--- config.mk ---
export PLATFORM = sky130hd
export DESIGN_NAME = i2c_temp_poll_ctrl
export DESIGN_NICKNAME = d
export VERILOG_FILES = /design/src/rtl/i2c_temp_poll_ctrl.sv
export SDC_FILE = /design/constraint.sdc
export NUM_CORES = 1
export LEC_CHECK = 0
export CORE_MARGIN = 1
export CORE_UTILIZATION = 63
export DETAILED_ROUTE_END_ITERATION = 10
export PLACE_DENSITY_LB_ADDON = 0.15
export REMOVE_ABC_BUFFERS = 1
export SLEW_MARGIN = 10
export SYNTH_ARGS = -nofsm -noshare
export SYNTH_HDL_FRONTEND = slang
export SYNTH_SLANG_ARGS = --single-unit
--- constraint.sdc ---
create_clock -name clk -period 4.75 [get_ports clk]
set_input_delay 0.475 -clock clk [delete_from_list [all_inputs] [get_ports clk]]
set_output_delay 0.475 -clock clk [all_outputs]
set_load 0.05 [all_outputs]
--- src/rtl/i2c_temp_poll_ctrl.sv ---
// I2C master that periodically reads a 16-bit temperature register from a bus sensor.
// Define TEMP_ALERT_EN to add threshold inputs and a registered over/under-range alert output.
module i2c_temp_poll_ctrl #(
  parameter int unsigned CLK_DIV     = 25,
  parameter logic [6:0]  SLAVE_ADR   = 7'h10,
  parameter logic [7:0]  TEMP_PTR    = 8'h00,
  parameter int unsigned POLL_PERIOD = 100000
) (
  input  logic        clk,
  input  logic        rst,
  input  logic        enable,
  output logic        scl_oe,
  output logic        sda_oe,
  input  logic        sda_i,
  output logic [15:0] temperature,
  output logic        temp_valid,
  output logic        busy,
`ifdef TEMP_ALERT_EN
  input  logic [15:0] thr_high,
  input  logic [15:0] thr_low,
  output logic        alert,
`endif
  output logic        ack_error
);

  localparam int unsigned QW = (CLK_DIV > 1) ? $clog2(CLK_DIV) : 1;
  localparam int unsigned TW = $clog2(POLL_PERIOD + 1);
  localparam logic [QW-1:0] QMax  = QW'(CLK_DIV - 1);
  localparam logic [TW-1:0] TLoad = TW'(POLL_PERIOD - 1);

  typedef enum logic [3:0] {
    StIdle, StStart, StAddrW, StAck1, StPtr, StAck2, StRstart, StAddrR,
    StAck3, StRdMsb, StMack, StRdLsb, StMnack, StStop, StWait
  } state_e;

  state_e          state_q, state_d;
  logic [QW-1:0]   qcnt_q;
  logic [1:0]      phase_q;
  logic [2:0]      bitcnt_q;
  logic [7:0]      shreg_q, msb_q;
  logic [TW-1:0]   timer_q;
  logic            ack_bit_q, err_q;
  logic            sda_s1_q, sda_s2_q;
  logic            scl_oe_q, sda_oe_q, scl_oe_d, sda_oe_d;
  logic [15:0]     temp_q;
  logic            temp_valid_q, ack_error_q;
  logic            in_bit, bit_end, sample_pt, scl_lo;
  logic            tx_state, rx_state, ack_state;

  assign in_bit    = (state_q != StIdle) && (state_q != StWait);
  assign bit_end   = in_bit && (phase_q == 2'd3) && (qcnt_q == QMax);
  assign sample_pt = in_bit && (phase_q == 2'd2) && (qcnt_q == QMax);
  assign scl_lo    = ~phase_q[1];
  assign tx_state  = state_q inside {StAddrW, StPtr, StAddrR};
  assign rx_state  = state_q inside {StRdMsb, StRdLsb};
  assign ack_state = state_q inside {StAck1, StAck2, StAck3};

  always_ff @(posedge clk or posedge rst) begin
    if (rst) state_q <= StIdle;
    else     state_q <= state_d;
  end

  always_comb begin
    state_d = state_q;
    unique case (state_q)
      StIdle:   if (enable && timer_q == '0) state_d = StStart;
      StStart:  if (bit_end) state_d = StAddrW;
      StAddrW:  if (bit_end && bitcnt_q == 3'd7) state_d = StAck1;
      StAck1:   if (bit_end) state_d = ack_bit_q ? StStop : StPtr;
      StPtr:    if (bit_end && bitcnt_q == 3'd7) state_d = StAck2;
      StAck2:   if (bit_end) state_d = ack_bit_q ? StStop : StRstart;
      StRstart: if (bit_end) state_d = StAddrR;
      StAddrR:  if (bit_end && bitcnt_q == 3'd7) state_d = StAck3;
      StAck3:   if (bit_end) state_d = ack_bit_q ? StStop : StRdMsb;
      StRdMsb:  if (bit_end && bitcnt_q == 3'd7) state_d = StMack;
      StMack:   if (bit_end) state_d = StRdLsb;
      StRdLsb:  if (bit_end && bitcnt_q == 3'd7) state_d = StMnack;
      StMnack:  if (bit_end) state_d = StStop;
      StStop:   if (bit_end) state_d = StWait;
      // Going straight to START keeps STOP-to-START at exactly POLL_PERIOD cycles.
      StWait:   if (timer_q == '0) state_d = enable ? StStart : StIdle;
      default:  state_d = StIdle;
    endcase
  end

  always_comb begin
    scl_oe_d = 1'b0;
    sda_oe_d = 1'b0;
    unique case (state_q)
      StStart: begin
        scl_oe_d = (phase_q == 2'd3);
        sda_oe_d = (phase_q != 2'd0);
      end
      StAddrW, StPtr, StAddrR: begin
        scl_oe_d = scl_lo;
        sda_oe_d = ~shreg_q[7];
      end
      StAck1, StAck2, StAck3, StRdMsb, StRdLsb, StMnack: scl_oe_d = scl_lo;
      StMack: begin
        scl_oe_d = scl_lo;
        sda_oe_d = 1'b1;
      end
      StRstart: begin
        scl_oe_d = scl_lo;
        sda_oe_d = (phase_q == 2'd3);
      end
      StStop: begin
        scl_oe_d = scl_lo;
        sda_oe_d = (phase_q != 2'd3);
      end
      default: ;
    endcase
  end

  always_ff @(posedge clk or posedge rst) begin
    if (rst) begin
      qcnt_q       <= '0;
      phase_q      <= 2'd0;
      bitcnt_q     <= 3'd0;
      shreg_q      <= 8'h00;
      msb_q        <= 8'h00;
      timer_q      <= '0;
      ack_bit_q    <= 1'b0;
      err_q        <= 1'b0;
      sda_s1_q     <= 1'b1;
      sda_s2_q     <= 1'b1;
      scl_oe_q     <= 1'b0;
      sda_oe_q     <= 1'b0;
      temp_q       <= 16'h0000;
      temp_valid_q <= 1'b0;
      ack_error_q  <= 1'b0;
`ifdef TEMP_ALERT_EN
      alert        <= 1'b0;
`endif
    end else begin
      sda_s1_q     <= sda_i;
      sda_s2_q     <= sda_s1_q;
      scl_oe_q     <= scl_oe_d;
      sda_oe_q     <= sda_oe_d;
      temp_valid_q <= 1'b0;
      ack_error_q  <= 1'b0;
      if (!in_bit) begin
        qcnt_q  <= '0;
        phase_q <= 2'd0;
      end else if (qcnt_q == QMax) begin
        qcnt_q  <= '0;
        phase_q <= phase_q + 2'd1;
      end else begin
        qcnt_q <= qcnt_q + QW'(1);
      end
      if (sample_pt) begin
        if (ack_state) ack_bit_q <= sda_s2_q;
        if (rx_state)  shreg_q   <= {shreg_q[6:0], sda_s2_q};
      end
      if (bit_end) begin
        if (tx_state) shreg_q <= {shreg_q[6:0], 1'b0};
        if (tx_state || rx_state) bitcnt_q <= bitcnt_q + 3'd1;
        if (ack_state && ack_bit_q) begin
          ack_error_q <= 1'b1;
          err_q       <= 1'b1;
        end
        unique case (state_q)
          StStart:  shreg_q <= {SLAVE_ADR, 1'b0};
          StAck1:   shreg_q <= TEMP_PTR;
          StRstart: shreg_q <= {SLAVE_ADR, 1'b1};
          StRdMsb:  if (bitcnt_q == 3'd7) msb_q <= shreg_q;
          StStop: begin
            timer_q <= TLoad;
            if (!err_q) begin
              temp_q       <= {msb_q, shreg_q};
              temp_valid_q <= 1'b1;
`ifdef TEMP_ALERT_EN
              alert <= ($signed({msb_q, shreg_q}) > $signed(thr_high)) ||
                       ($signed({msb_q, shreg_q}) < $signed(thr_low));
`endif
            end
          end
          default: ;
        endcase
      end
      if (state_q == StWait && timer_q != '0) timer_q <= timer_q - TW'(1);
      if (state_d == StStart && state_q != StStart) err_q <= 1'b0;
    end
  end

  assign scl_oe      = scl_oe_q;
  assign sda_oe      = sda_oe_q;
  assign temperature = temp_q;
  assign temp_valid  = temp_valid_q;
  assign ack_error   = ack_error_q;
  assign busy        = in_bit;

endmodule

# [Word-level counts from Yosys, hierarchy flattened]
# Index checks and enable logic that the tools add are counted.
# Widths: inputs -> output; s select.
[totals] register_bits=71 latch_bits=0 ram_bits=0 mem_bits_ro=0 out_inout_bits=21 mem_count=0
[op_classes] n_addsub=4 mul=0 n_div=0 n_lt_le_gt_ge=0 n_eq_ne=23 shift=0 muxes=42 bitwise_logic=3 reduce_logical=31
[ops] operator="$mux 4" count=17
[ops] operator="$pmux 4 s15" count=1
[ops] operator="$mux 17" count=3
[ops] operator="$mux 8" count=4
[ops] operator="$eq 4x4->1 const B" count=7
[ops] operator="$pmux 8 s3" count=1
[ops] operator="$logic_not 17->1" count=1
[ops] operator="$reduce_bool 17->1" count=1
[ops] operator="$sub 17x1->17 const B" count=1
[ops] operator="$eq 4x3->1 const B" count=4
[ops] operator="$reduce_bool 2->1" count=6
[ops] operator="$reduce_or 12->1" count=1
[ops] operator="$logic_and 1x1->1" count=10
[ops] operator="$mux 5" count=2
[ops] operator="$mux 1" count=9
[ops] operator="$eq 4x1->1 const B" count=2
[ops] operator="$eq 4x2->1 const B" count=2
[ops] operator="$reduce_and 2->1" count=4
[ops] operator="$reduce_and 3->1" count=2
[ops] operator="$reduce_bool 3->1" count=2
[ops] operator="$add 5x1->5 const B" count=1
[ops] operator="$eq 5x5->1 const B" count=1
[ops] operator="$pmux 1 s5" count=1
[ops] operator="$eq 2x2->1 const B" count=2
[ops] operator="15 further kinds" count=18

# [Logic depth before layout (Yosys ltp)]
# Gate-level depths: netlist of run 1.
[depth] word_depth=11 mapped_depth=8 ltp_nobuf=7

# [Worst setup path before layout of run 1]
# No wires, ideal clock.
[synth_timing] path_type="register to output" start="register state_q[1]" end="output port busy" arrival_time_ns=1.552 t_required_ns=4.275 path_slack_ns=2.723 stages_incl_launch_ff=6 n_path_buf=1 cell_sequence="dfrtp_1 -> buf_2 -> or2_2 -> o21ai_0 -> nor2b_1 -> inv_1"
[synth_via] elab_chain_cells=2 elab_cells_between_ends=3
[synth_lines] element="start: declaration" line="36" text="state_e state_q, state_d;"
[synth_lines] element="start signal: assignment" line="59" text="if (rst) state_q <= StIdle;"
[synth_lines] element="start signal: assignment" line="60" text="else state_q <= state_d;"
[synth_lines] element="$ne 4x4->1 / $reduce_bool 4->1 (equally long branches)" line="50" text="assign in_bit = (state_q != StIdle) && (state_q != StWait);"
[synth_lines] element="$logic_and 1x1->1 (*)" line="50"
[synth_lines] element="end: declaration" line="17" text="output logic busy,"
# Every way passes the cells marked *; elsewhere a longest branch is shown, timed or not.

# [Worst setup path after layout of run 1]
# Same ends and word-level chain as after synthesis.

==> results.cfg, run 1 <==
[outcome]
outcome = complete, no violations

[placed_design]
place_inst = 405
place.gp.congestion = 0.8341
portBuffers = 24
place_hpwl_mm = 4.593

[sta]
finalWorstPathRequiredPeriod_ps = 3320
fmax_mhz = 301.2
worstMarginPinSlew_ps = 1083
rsz0062_at_grt = false
slew_headroom_pct = 27.21
setup_tns_ps = 0
finClkSkew_ps = 5.517
hold_viol_final = 0
slew_violations = 0
setup_viol = 0
finalCritPeriodShare_pct = 69.89
whs_ps = 359.4

[setup_path]
critPathRequiredTime_ps = 4280
end_kind = primary output
worst_ep_arrival_time_ps = 2840
startpoint_type = register
critPathKind = reg -> out
crit_path_max_fanout = 26

[die]
die_w_um = 78.08
dieArea_um2 = 6096
fp.dieH_um = 78.08
initial_core_util_pct = 65.81
io_pins = 25
core_um2 = 5540
rows = 27

[routing]
firstDrtPassIters = 5
routed_wl_mm = 6.676
post_drt_via_cell_ratio = 6.000
vias = 2526
dr.first_iter.drc_count = 138
wl_per_cell_um = 15.86
postRouteAntennaNets = 0
drc_errors = 0

[logic_synthesis]
yosysSeqAreaShare_pct = 48.80
yosys-top-cells-count = dfrtp_1, nor2_1, mux2_2
synth-async-reset-ratio_pct = 100.0
yosysMostFrequentCell = dfrtp_1
yosys_warnings = 0
synth_ff_type = dfrtp_1
synth_area_leaders = dfrtp_1, mux2_2, mux2i_1
syn_avg_cell_area_um2 = 11.18
yosysTopAreaCell = dfrtp_1
synth_edf_count = 0
ys_ff_latch = 71
netlist-cell-type-count = 66
syn-cell-area_um2 = 3646
synth_top_area_share_pct = 47.36
syn_inst = 326

[power]
power.internal_uw = 857.9
ir_drop_v = 0.0003047
p_seq_share_pct = 56.2
power_frac_comb_pct = 8.0
swShare_pct = 27.50
p_leak_uw = 0.001927
finalPower_uw = 1183
clockPowerShare_pct = 35.8
p_per_area_nw_per_um2 = 292.3
p_sw_uw = 325.5

[clock_tree]
cts_num_sinks = 71
clk_path_buf_depth = 2
numCtsBuffers = 9
cts_resized = 0
cts-hold-fix-buffers = 0
cts_setup_buffers = 0
ctsHtreeMaxLevel = 3
cts_tree = done
clk_pin_slew_worst_paths_ps = 80
insertion_delay_ps = 350
clock-root-buffer = clkbuf_8

[layout]
drive_above_1_share_pct = 19.48
fillers = 411
area_growth_pct = 11.05
nets = 357
layout.cells.non_filler = 421
antenna_cells = 0

[global_routing]
grt_pass1_vias = 2302
grtUsageTotal_pct = 24.53
grt_max_degree = 40
grt_antenna_before_repair = 0
grt_pass1_wl_mm = 11.39
grt_overflow_total = 0

[hold_path]
hold_class = reg -> reg

[flow_run]
maxCapViolCount = 0
## worst max-delay path: stages (launching register included)
cell,delay [ps]
dfrtp_1,650
or2_2,460
o21ai_0,220
nor2b_1,360
inv_1,90
clkdlybuf4s50_1,710
## cell usage in the layout (no fill, tap or decap), types with 3 or more instances in the layout
| master | instances |
|---|---|
| a211oi_1 | 3 |
| a21oi_1 | 4 |
| a31oi_1 | 7 |
| and3_1 | 4 |
| clkbuf_8 | 9 |
| clkdlybuf4s50_1 | 24 |
| clkinvlp_4 | 4 |
| dfrtp_1 | 69 |
| ha_1 | 9 |
| inv_1 | 9 |
| mux2_2 | 28 |
| mux2i_1 | 18 |
| nand2_1 | 20 |
| nand2b_1 | 3 |
| nand3_1 | 9 |
| nor2_1 | 31 |
| nor2b_1 | 6 |
| nor3_1 | 7 |
| nor3b_1 | 5 |
| o21ai_0 | 13 |
| xnor2_1 | 4 |
## registers in the layout, summed over array words and instances (netlist names), 2 cells and up
register,count
timer_q,17
msb_q,8
state_q,4
qcnt_q,5
temperature,16
phase_q,2
shreg_q,8
bitcnt_q,3
## power groups by stage
stage	clock (µW)	sequential (µW)	combinational (µW)
after floorplan	0	673	67.2
after global placement	0	675	93.1
after detailed placement	0	676	96.4
after CTS	431	664	97.4
after global routing	457	668	111
final	424	665	94.7
## layout make-up
cell class                      count  area [µm²]  area share (%)
Sequential cell                    71        1779           43.94
Clock inverter                      7       48.80           1.205
Inverter                           10       37.54          0.9271
Timing Repair Buffer               25       247.7           6.119
Tap cell                           72       90.09           2.225
Multi-Input combinational cell    227        1722           42.52
Clock buffer                        9       123.9           3.059
## cells by family (layout without fill, tap and decap cells)
| group | count (synthesis) | count (layout) | share of synthesized area (%) |
|---|---|---|---|
| compound gates | 50 | 50 | 10.02 |
| xor+xnor | 6 | 6 | 1.441 |
| fa+ha+maj | 9 | 9 | 3.089 |
| buf+inv | 28 | 51 | 3.981 |
| flops | 71 | 71 | 48.80 |
| mux | 46 | 46 | 13.59 |
| simple gates | 116 | 116 | 19.08 |
## per-layer routing
metal	track usage [%]	vias up	share of wire [%]
met5	0	-	0
met4	10.19	0	1.8
met3	4.767	11	4.3
met2	36.40	64	45
met1	35.48	1229	48
li1	-	1222	-
## final timing paths
path | from | endpoint | slack [ps] | cells past startpoint
worst max-delay path | state_q[1] | busy | 1430 | 5
worst min-delay path | sda_s1_q | sda_s2_q | 360 | 0
worst max register to register | phase_q[1] | temperature[0] | 2140 | 6
min in group asynchronous | rst | shreg_q[5] | 590 | 2
max in group asynchronous | rst | sda_s2_q | 3230 | 3
worst min register to register | sda_s1_q | sda_s2_q | 360 | 0
## per-stage QoR
stage / instance area [µm²] / setup WS (ps) / utilization [%]
floorplan: 3538 / 2482 / -
global placement: 3876 / 1878 / 69.96
detailed placement: 3876 / 1835 / 69.96
CTS: 4049 / 1448 / 73.08
global route: 4049 / 1196 / 73.08
finish: 4049 / 1430 / 73.08
Power figures use the tool's default switching activity.
==> inputs of run 2 (changes only) <==
CORE_UTILIZATION = 59   (was 63)
clock period = 3.4 ns   (was 4.75 ns; I/O delays follow)
==> run 2 against run 1 <==
Net effect:
- worst hold slack about the same
- via count up 1.2%
- sequential power up 40%
- sequential cell count unchanged
- critical path depth unchanged
- total power up 46%
- global-route usage up 0.20 points
- die area up 6.6%
==> results.cfg, run 2 (synthesis results as in run 1) <==
[layout]
fin_area_um2 = 4126
fillers = 446
area_growth_pct = 13.18
drive_above_1_share_pct = 20.62
regMostFlops = timer_q
final_common_cell = dfrtp_1
nets = 362
mostFrequentLayoutCells = dfrtp_1, nor2_1, mux2_2
antenna_cells = 0
largest_reg_flops = 17

[clock_tree]
cts_tree = done
cts_resized = 0
ctsHtreeMaxLevel = 3
clk_pin_slew_worst_paths_ps = 80
clk_path_buf_depth = 2
numCtsBuffers = 9
cts-hold-fix-buffers = 0
clock-root-buffer = clkbuf_8
cts_setup_buffers = 0
insertion_delay_ps = 340
cts_num_sinks = 71

[placed_design]
place.gp.congestion = 0.9333
place_hpwl_mm = 4.832
place_area_um2 = 3930
portBuffers = 24

[die]
initial_core_util_pct = 61.22
dieArea_um2 = 6498
rows = 28
io_pins = 25
core_um2 = 5956
die_w_um = 80.61
fp.dieH_um = 80.61

[routing]
dr.first_iter.drc_count = 146
post_drt_via_cell_ratio = 5.960
vias = 2557
firstDrtPassIters = 4
wl_per_cell_um = 16.32
drc_errors = 0
routed_wl_mm = 7.000
postRouteAntennaNets = 0

[global_routing]
grt_overflow_total = 0
grt_pass1_vias = 2584
grt_max_degree = 43
grt_pass1_wl_mm = 12.08
grtUsageTotal_pct = 24.74
grt_antenna_before_repair = 0

[sta]
fmax_mhz = 356.9
setup_tns_ps = 0
finalCritPeriodShare_pct = 82.40
rsz0062_at_grt = false
slew_violations = 0
finalWorstPathRequiredPeriod_ps = 2802
slew_headroom_pct = 53.50
hold_viol_final = 0
finClkSkew_ps = 9.846
setup_viol = 0
worstMarginPinSlew_ps = 697.5

[hold_path]
hold_class = reg -> reg
hold_path_depth = 0
hold-path-endpoint = sda_s2_q
hp-start = sda_s1_q

[power]
p_sw_uw = 450.5
swShare_pct = 26.08
power.internal_uw = 1277
finalPower_uw = 1727
p_per_area_nw_per_um2 = 418.6
power_frac_comb_pct = 7.8
p_leak_uw = 0.001977
ir_drop_v = 0.0003452
p_seq_share_pct = 53.7
clockPowerShare_pct = 38.5

[setup_path]
r2r-end = msb_q[0]
reg2regPathDepth = 3
startpoint_type = register
end_kind = primary output
crit_path_max_fanout = 6
critPathKind = reg -> out
r2r_start = state_q[0]
critPathRequiredTime_ps = 3060
worst_ep_arrival_time_ps = 2460
reg2reg_slack_ps = 1040

[outcome]
outcome = complete, no violations

[flow_run]
maxCapViolCount = 0
## run 2: cell count changes in the layout (fill, tap and decap cells not counted), sizes merged
cell      previous run  this run
clkinvlp             4         2
clkinv               2         3
buf                  1         6
bufinv               0         1
## run 2: per-stage QoR
stage,util (%),hold slack [ps],worst slack (ps),std cells
finish,69.29,359.8,598.4,429
floorplan,-,344.5,1261,308
global placement,65.99,346.1,1033,413
global route,69.29,361.8,423.7,429
detailed placement,65.99,349.8,972.5,413
CTS,69.29,361.1,593.4,429
## run 2: worst max path at each step
stage	from	end	slack (ps)	cells after the start
after floorplan	phase_q[1]	temperature[0]	1260	6
after global placement	state_q[1]	busy	1030	5
after detailed placement	state_q[1]	busy	970	5
after CTS	state_q[1]	busy	590	5
after global routing	state_q[1]	busy	420	5
final	state_q[1]	busy	600	5
## run 2: power groups by stage
stage               Clock (µW)  Sequential (µW)  Combinational (µW)
floorplan                    0              940                93.9
global placement             0              942                 134
detailed placement           0              944                 139
CTS                        680              927                 139
global route               719              932                 156
finish                     664              928                 134
## run 2: final cells by class
cell class	instances	area, µm²	area share, %
Inverter	10	37.54	0.9096
Tap cell	75	93.84	2.274
Sequential cell	71	1779	43.12
Timing Repair Buffer	30	297.8	7.217
Clock buffer	9	123.9	3.002
Clock inverter	7	72.57	1.759
Multi-Input combinational cell	227	1722	41.72
## run 2: routing by layer
| metal | routed length (µm) | vias to the layer above | global-route usage [%] |
|---|---|---|---|
| li1 | - | 1230 | - |
| met1 | 3369 | 1258 | 34.03 |
| met2 | 3262 | 53 | 37.37 |
| met3 | 236 | 16 | 4.773 |
| met4 | 131 | 0 | 11.96 |
| met5 | 0 | - | 0 |
## run 2: worst max-delay path: stages, from the launching register on
cell,delay [ps]
dfrtp_1,390
or2_2,330
o21ai_0,200
nor2b_1,400
inv_1,100
clkdlybuf4s50_1,710
==> inputs of run 3 (changes only) <==
clock period = 2.6 ns   (was 3.4 ns; I/O delays follow)
==> run 3 against run 2 <==
Net effect:
- setup slack worse by 310 ps
- cell count up 0.23%
- die area unchanged
- highest routed layer unchanged
==> results.cfg, run 3 (synthesis results as in run 1) <==
[power]
p_sw_uw = 654.3
p_seq_share_pct = 53.7
swShare_pct = 29.10
power_frac_comb_pct = 8.3
clockPowerShare_pct = 38.0
p_per_area_nw_per_um2 = 545.2
ir_drop_v = 0.0004126
p_leak_uw = 0.001974
power.internal_uw = 1594

[clock_tree]
clk_path_buf_depth = 2
cts_setup_buffers = 0
cts_num_sinks = 71
ctsHtreeMaxLevel = 3
cts_tree = done
insertion_delay_ps = 370
numCtsBuffers = 9
clock-root-buffer = clkbuf_8
clk_pin_slew_worst_paths_ps = 80

[global_routing]
grt_pass1_vias = 2516
grtUsageTotal_pct = 25.18
grt_antenna_before_repair = 0
grt_max_degree = 72
grt_pass1_wl_mm = 12.18
grt_overflow_total = 0

[placed_design]
place.gp.congestion = 0.8516
place_inst = 414
portBuffers = 24
place_hpwl_mm = 4.744

[outcome]
outcome = complete, no violations

[hold_path]
hold_path_depth = 1
hold-path-endpoint = sda_s1_q
hold_class = in -> reg
hp-start = sda_i

[routing]
wl_per_cell_um = 16.91
post_drt_via_cell_ratio = 6.093
vias = 2620
dr.first_iter.drc_count = 139
postRouteAntennaNets = 0
drc_errors = 0
firstDrtPassIters = 4
routed_wl_mm = 7.273

[sta]
hold_viol_final = 0
setup_tns_ps = 0
fmax_mhz = 433.3
finalWorstPathRequiredPeriod_ps = 2308
finClkSkew_ps = 14.51
slew_headroom_pct = 59.65
rsz0062_at_grt = false
setup_viol = 0
finalCritPeriodShare_pct = 88.76
whs_ps = 294.2
slew_violations = 0
worstMarginPinSlew_ps = 604.0

[die]
rows = 28
die_w_um = 80.61
dieArea_um2 = 6498
initial_core_util_pct = 61.22
io_pins = 25
fp.dieH_um = 80.61
core_um2 = 5956

[layout]
antenna_cells = 0
fin_util_pct = 69.24
area_growth_pct = 13.11
mostFrequentLayoutCells = dfrtp_1, nor2_1, mux2_2
regMostFlops = timer_q
largest_reg_flops = 17
final_common_cell = dfrtp_1
nets = 363
layout.cells.non_filler = 430
drive_above_1_share_pct = 21.41

[setup_path]
worst_ep_arrival_time_ps = 2050
r2r_start = phase_q[1]
reg2regPathDepth = 6
reg2reg_slack_ps = 290
critPathKind = reg -> out
end_kind = primary output
crit_path_max_fanout = 26
startpoint_type = register
r2r-end = temperature[10]
critPathRequiredTime_ps = 2340

[flow_run]
maxCapViolCount = 0
## run 3: cell type report
| cell class | instances | area [µm²] |
|---|---|---|
| timing repair buffer | 31 | 302.8 |
| clock inverter | 7 | 63.81 |
| inverter | 10 | 37.54 |
| tap | 75 | 93.84 |
| clock buffer | 9 | 123.9 |
| sequential | 71 | 1780 |
| multi-input combinational | 227 | 1722 |
| fill | 466 | 1832 |
## run 3: per-layer routing
layer	GRT usage (%)	up-vias	share of wire [%]
met4	11.96	0	1.9
met3	5.341	15	5.3
li1	-	1224	-
met1	34.26	1294	46
met5	0	-	0
met2	38.14	87	47
## run 3: timing repair
action,CTS,global route
hold buffers,0,0
endpoints found under the setup margin,0,1
resized for setup,0,1
## run 3: power by group through the flow
stage | registers (µW) | clock network [µW] | logic [µW]
CTS | 1210 | 872 | 188
finish | 1210 | 855 | 186
global route | 1220 | 923 | 205
floorplan | 1230 | 0 | 123
global placement | 1230 | 0 | 180
detailed placement | 1230 | 0 | 187
## run 3: stage by stage
step	total power, µW	setup WS (ps)	area (µm²)
after floorplan	1352	461.0	3538
after global routing	2343	165.3	4124
after global placement	1406	361.1	3935
after CTS	2267	153.6	4123
final	2248	292.2	4124
after detailed placement	1415	315.8	3935
## run 3: worst max-delay path: stages, from the launching register on
cell and delay (ps):
dfrtp_2 570, or2_2 390, o21ai_0 220, nor2b_1 230
inv_1 70, buf_4 190
## run 3: worst max path at each step
stage | start | end | cells after the start
after detailed placement | phase_q[1] | temperature[5] | 6
after global routing | state_q[1] | busy | 5
after CTS | state_q[1] | busy | 5
after global placement | phase_q[1] | msb_q[0] | 6
final | state_q[1] | busy | 5
after floorplan | phase_q[1] | temperature[0] | 6
